### config.mk
export PLATFORM = sky130hd
export DESIGN_NAME = varint_decode_fsm
export DESIGN_NICKNAME = d
export VERILOG_FILES = /design/src/rtl/varint_decode_fsm.sv
export SDC_FILE = /design/constraint.sdc
export NUM_CORES = 1
export LEC_CHECK = 0
export BUFFER_PORTS_ARGS = -buffer_cell sky130_fd_sc_hd__buf_2
export CAP_MARGIN = 0
export CORE_MARGIN = 4
export CORE_UTILIZATION = 45
export DETAILED_ROUTE_END_ITERATION = 10
export MAX_ROUTING_LAYER = met4
export PLACE_DENSITY_LB_ADDON = 0.15
export SETUP_SLACK_MARGIN = 0.02
export SKIP_CTS_REPAIR_TIMING = 1
export SLEW_MARGIN = 20
export SYNTH_ARGS = -nofsm -noshare
export SYNTH_HDL_FRONTEND = slang
export SYNTH_SLANG_ARGS = --single-unit
### constraint.sdc
create_clock -name clk -period 6.8 [get_ports clk]
set_input_delay 0.34 -clock clk [delete_from_list [all_inputs] [get_ports clk]]
set_output_delay 0.34 -clock clk [all_outputs]
set_load 0.02 [all_outputs]
### src/rtl/varint_decode_fsm.sv
// Decodes one LEB128-style varint at a time from a show-ahead byte FIFO.
// Each byte carries 7 payload bits, least-significant group first. Bit 7 set
// means more bytes follow. The result is held until downstream accepts it.
// A tenth byte with its continuation bit set is an overflow. That error is
// sticky until reset.
module varint_decode_fsm (
  input  logic        clk,
  input  logic        reset,
  input  logic        varint_enable,
  input  logic        in_fifo_empty,
  input  logic [7:0]  in_fifo_q,
  input  logic [9:0]  in_index_q,
  output logic        in_fifo_pop,
  output logic [63:0] varint_out_q,
  output logic [9:0]  varint_out_index_q,
  output logic        varint_data_valid,
  input  logic        varint_data_accepted,
  output logic        varint_err
);

  typedef enum logic [3:0] {
    IDLE  = 4'b0001,
    READ  = 4'b0010,
    HOLD  = 4'b0100,
    ERROR = 4'b1000
  } state_t;

  state_t      state;
  logic [3:0]  byte_cnt;
  logic [63:0] acc;
  logic [5:0]  shamt;
  logic [63:0] byte_bits;
  logic [63:0] merged;

  // Payload group k lands at bit 7k. For k=9 the shift is 63, so only bit 0
  // of the payload survives the 64-bit truncation and bits 6:1 fall off.
  assign shamt     = 6'(7 * byte_cnt);
  assign byte_bits = 64'(in_fifo_q[6:0]) << shamt;
  // Byte 0 loads rather than ORs, so no residue from an earlier varint leaks in.
  assign merged    = (byte_cnt == 4'd0) ? byte_bits : (acc | byte_bits);

  // The pop has to be combinational. The FIFO is show-ahead, so the byte is
  // consumed in the same cycle it is examined. Reset blocks it outright.
  assign in_fifo_pop = (state == READ) && !in_fifo_empty && !reset;

  // Main FSM, holding the accumulator, the result and the flag registers.
  always_ff @(posedge clk) begin
    if (reset) begin
      state              <= IDLE;
      byte_cnt           <= 4'd0;
      acc                <= 64'd0;
      varint_out_q       <= 64'd0;
      varint_out_index_q <= 10'd0;
      varint_data_valid  <= 1'b0;
      varint_err         <= 1'b0;
    end else begin
      case (state)
        IDLE: begin
          if (varint_enable) state <= READ;
        end
        READ: begin
          if (!in_fifo_empty) begin
            if (byte_cnt == 4'd0) varint_out_index_q <= in_index_q;
            if (!in_fifo_q[7]) begin
              varint_out_q      <= merged;
              acc               <= merged;
              varint_data_valid <= 1'b1;
              byte_cnt          <= 4'd0;
              state             <= HOLD;
            end else if (byte_cnt == 4'd9) begin
              varint_err <= 1'b1;
              byte_cnt   <= 4'd0;
              state      <= ERROR;
            end else begin
              acc      <= merged;
              byte_cnt <= byte_cnt + 4'd1;
            end
          end
        end
        HOLD: begin
          if (varint_data_accepted) begin
            varint_data_valid <= 1'b0;
            state             <= IDLE;
          end
        end
        ERROR: begin
          varint_err        <= 1'b1;
          varint_data_valid <= 1'b0;
        end
        default: begin
          state             <= IDLE;
          byte_cnt          <= 4'd0;
          varint_data_valid <= 1'b0;
        end
      endcase
    end
  end

endmodule

# Word level (Yosys, flattened, before mapping)
# Index checks and enable logic that the tools add are counted.
dict set report op_classes {
  n_addsub 1
  multipliers 1
  n_eq_ne 13
  shift 1
  mux 21
  bitwise_logic 6
  reduce_logical 14
}
# operator n
set ops {}
lappend ops {{$mux W64} 3}
lappend ops {{$or A64 B64 Y64} 1}
lappend ops {{$shl A7 B6 Y64} 1}
lappend ops {{$mux W4} 8}
lappend ops {{$pmux W4 S4} 1}
lappend ops {{$ne A2 B2 Y1 const B} 6}
lappend ops {{$reduce_and A3 Y1} 3}
lappend ops {{$eq A4 B4 Y1 const B} 2}
lappend ops {{$pmux W4 S2} 1}
lappend ops {{$reduce_and A4 Y1} 2}
lappend ops {{$mul A3 B4 Y6 const A} 1}
lappend ops {{$mux W1} 6}
lappend ops {{$not A1 Y1} 5}
lappend ops {{$reduce_and A5 Y1} 1}
lappend ops {{$add A4 B1 Y4 const B} 1}
lappend ops {{$eq A4 B1 Y1 const B} 1}
lappend ops {{$eq A4 B2 Y1 const B} 1}
lappend ops {{$eq A4 B3 Y1 const B} 1}
lappend ops {{$logic_not A4 Y1} 1}
lappend ops {{$ne A3 B2 Y1 const B} 1}
lappend ops {{$pmux W1 S3} 1}
lappend ops {{$reduce_or A3 Y1} 1}
lappend ops {{$logic_and A1 B1 Y1} 2}
lappend ops {{$logic_not A1 Y1} 2}
lappend ops {{4 further kinds} 4}
dict set report totals {
  regBits 148
  out_inout_bits 77
  wordCells 64
}

# Longest topological paths before layout
dict set report depth {
  depth_word 6
  ltp_mapped 10
}

# Worst setup path before layout
# OpenSTA, ideal clock, no wires.
dict set report synth_path {
  kind {reg2reg}
  startpoint {register byte_cnt[0]}
  endpoint {register varint_out_q[22]}
  arrival_time_ns 2.951
  t_required_ns 6.668
  setup_slack_ns 3.717
  stages_incl_launch_ff 11
  n_path_buf 3
  period_less_slack_ns 3.083
  cell_sequence {dfxtp_1 > buf_2 > clkinv_1 > ha_1 > clkbuf_1 > mux2_2 > mux4_2 > clkbuf_1 > and2_1 > a221oi_1 > nor3_1}
}
dict set report synth_between {
  elab_chain_cells 4
  word_cells_on_any_way 5
}
# item line
set synth_rtl {}
lappend synth_rtl {{from (decl)} 29} ;# logic [3:0] byte_cnt;
lappend synth_rtl {{from (signal assigned)} 76} ;# byte_cnt <= byte_cnt + 4'd1;
lappend synth_rtl {{$mul A3 B4 Y6} 37} ;# assign shamt = 6'(7 * byte_cnt);
lappend synth_rtl {{$shl A7 B6 Y64} 38} ;# assign byte_bits = 64'(in_fifo_q[6:0]) << shamt;
lappend synth_rtl {{$or A64 B64 Y64} 40} ;# assign merged = (byte_cnt == 4'd0) ? byte_bits : (acc | byte_bits);
lappend synth_rtl {{$mux W64 (*)} 40}
lappend synth_rtl {{to (signal assigned)} 65} ;# varint_out_q <= merged;
lappend synth_rtl {{to (decl)} 14} ;# output logic [63:0] varint_out_q,
# Every way passes the cells marked *; elsewhere a longest branch is shown, timed or not.
# A chain may end at the register's enable or synchronous reset.

# Final worst setup path
dict set report layout_path {
  startpoint {register byte_cnt[0]}
  endpoint {register acc[34]}
}
dict set report layout_between {
  elab_chain_cells 6
  word_cells_on_any_way 10
}
# item line
set layout_rtl {}
lappend layout_rtl {{$mul A3 B4 Y6} 37}
lappend layout_rtl {{$shl A7 B6 Y64} 38}
lappend layout_rtl {{$or A64 B64 Y64} 40}
lappend layout_rtl {{$mux W64} 40}
lappend layout_rtl {{$mux W64} 70} ;# end else if (byte_cnt == 4'd9) begin
lappend layout_rtl {{$mux W64} 64} ;# if (!in_fifo_q[7]) begin
lappend layout_rtl {{to (signal assigned)} 66} ;# acc <= merged;
lappend layout_rtl {{to (signal assigned)} 75} ;# acc <= merged;
lappend layout_rtl {{to (decl)} 30} ;# logic [63:0] acc;
# Parallel ways exist; a longest one is shown, timed or not. The select of a mux whose other input is x is not followed.

==> flow_summary.ini <==
[outcome]
outcome = finished clean

[sta]
tightest_slew_ns = 1.110
report.final.slew_viol_count = 0
fin_ws_ns = 2.518
tns_ns = 0
setup_viol = 0
finalCriticalPeriod_ns = 4.282
rsz0062_at_grt = false
clock_skew_ns = 0.007680
timing.final.crit_share = 0.6296
hold_violations = 0
slew_headroom = 0.2541
fmax_mhz = 233.6

[setup_path]
path_cells = fa_1 > ha_1 > inv_1 > fa_1 > nand2_1 > nor3_2 > nand2_1 > a311oi_1
slowest_stage = fa_1
path_class = register to register
critPathTopFamily = adder cells
worst-path-max-fanout = 29
endpoint_kind = register
crit_path_start_kind = register
required_ns = 7.12
critPathMaxStageDelay_ns = 1.18
path_buf_inv = 1
arrival_ns = 4.60

[global_routing]
grtUsageTotal = 0.2312
overflow = 0
grt_pass1_wl_um = 32040
antenna_found_initial = 0
grt_max_degree = 77
grt_pass1_vias = 6229

[detailed_routing]
ant_nets = 0
drt_iter0_drc = 590
drt_pass1_iterations = 5
viasPerCell = 6.112
drcViolationCount = 0
drt_wl_total_um = 19540
vias = 6540
routedWlPerCell_um = 18.26

[synth]
synthMostInstantiatedCell = dfxtp_1
synth_area_per_cell_um2 = 8.348
synth_edf_count = 0
synthCells = 817
syn_area_um2 = 6820
synth_top_cells_by_area = dfxtp_1, a21oi_1, a221oi_1
yosys.area.top_type = dfxtp_1
ys_top_cells_by_count = dfxtp_1, nand2_1, nor2_1
seq_area_frac_synth = 0.4344
ys_warn_count = 0
ys_ff_latch = 148
synth_top_cell_area_share = 0.4344
postSynth.asyncResetShare = 0
ys_types = 59
syn_nets = 854
synth_flop_cell = dfxtp_1

[die]
core_area_um2 = 14700
dieArea_um2 = 17190
start_util = 0.4640
die_h_um = 131.1
ioPinCount = 100
row_count = 44
chipWidth_um = 131.1

[placement]
dp_hpwl_um = 12630
port_buffers = 99
place_ws_ns = 2.202
post-place-cells = 1038
place_congestion = 0.8962

[cells_and_area]
fillers = 1398
drive_gt1_frac = 0.1874
post-route-util = 0.5416
instances_no_fill = 1070
syn_to_final_growth_pct = 16.73
fin_nets = 910
antenna_cells = 0

[clocking]
path_clk_slew_ns = 0.06
htreeDepth = 4
cts_root_buffer = clkbuf_16
numCtsBuffers = 17
clk_path_buf_depth = 2
cts.sink_count = 148
cts_tree = done
clock_latency_ns = 0.43

[min_path]
min_path_type = primary input to register

[power]
p_per_area_nw_per_um2 = 259.9
p_leak_uw = 0.003058
vdd.ir_drop.worst_v = 0.0001706

[job]
max-cap-violations = 0
flip-flops by register name (all words and copies together), names as in the netlist:
signal,cells
varint_err,1
varint_out_index_q,10
varint_out_q,64
state,4
acc,64
byte_cnt,4
varint_data_valid,1
layout by cell type, fill, tap and decap left out, types with 5 or more instances in the layout:
master     synthesis  routed
nor2_1            76      76
o21ai_0           28      28
ha_1              10      10
a211oi_1           8       8
a221oi_1          41      41
buf_4              0      13
nor3_1            50      49
buf_2             16      98
nand3_1           31      31
and2_1             6       6
a31oi_1            8       7
clkbuf_16          0      17
nand2_1           87      85
o31ai_1           14      14
a21oi_1           73      73
a22oi_1            5       5
nand4_1           25      25
inv_1             13      13
a32oi_1           10      10
mux2_2             6       6
mux2i_1            8       8
a22o_1            11      11
dfxtp_1          148     148
nor2b_1           10      10
o22ai_1            6       5
o21ai_1           10      10
worst min-delay path, cell delays in order:
cell and delay [ns]:
buf_2 0.09, nand2_1 0.04, a21oi_1 0.05
through the flow:
step / cell area (um^2) / hold WS (ns) / total power, uW
after floorplan: 6820 / 0.4247 / 1078
after global placement: 7350 / 0.4329 / 1134
after detailed placement: 7356 / 0.4416 / 1139
after CTS: 7954 / 0.1344 / 2084
after global routing: 7961 / 0.1405 / 2146
final: 7961 / 0.1462 / 2069
where the power goes:
group / switching, uW / total [uW] / internal (uW)
Sequential: 20.4 / 912 / 892
Combinational: 141 / 210 / 68.5
Clock: 383 / 947 / 564
Total: 545 / 2070 / 1520
layout make-up:
class | instances | area [um^2] | area share
timing repair buffer | 111 | 588.1 | 0.07386
sequential | 148 | 2963 | 0.3722
tap | 184 | 230.2 | 0.02892
clock buffer | 19 | 452.9 | 0.05689
multi-input combinational | 581 | 3530 | 0.4433
clock inverter | 13 | 145.1 | 0.01823
inverter | 14 | 52.55 | 0.006601
routing by layer:
layer / GRT usage / vias to the layer above / wire, um
li1: - / 3121 / -
met2: 0.3782 / 217 / 9530
met3: 0.04320 / 31 / 1071
met4: 0.08518 / 0 / 397
met1: 0.2867 / 3171 / 8536
met5: - / - / 0
final timing paths:
check / start / end / slack (ns) / cells past startpoint
setup reg to reg: byte_cnt[0] / acc[34] / 2.52 / 8
hold reg to reg: varint_err / varint_err / 0.45 / 2
hold / removal: in_index_q[6] / varint_out_index_q[6] / 0.15 / 3
setup / recovery: byte_cnt[0] / acc[34] / 2.52 / 8
cell families (layout without fill, tap and decap cells):
group                    count (synthesis)  after routing  synth area share
AND/OR/NAND/NOR                        314            314            0.2194
AO/OA/AOI/OAI                          235            235            0.2328
flip-flops                             148            148            0.4344
buffers and inverters                   88            157           0.05247
multiplexers                            16             16           0.02825
adder cells (fa/ha/maj)                 14             14           0.03009
XOR/XNOR                                 2              2          0.002569
No activity file was read; power rests on OpenSTA's default activity.
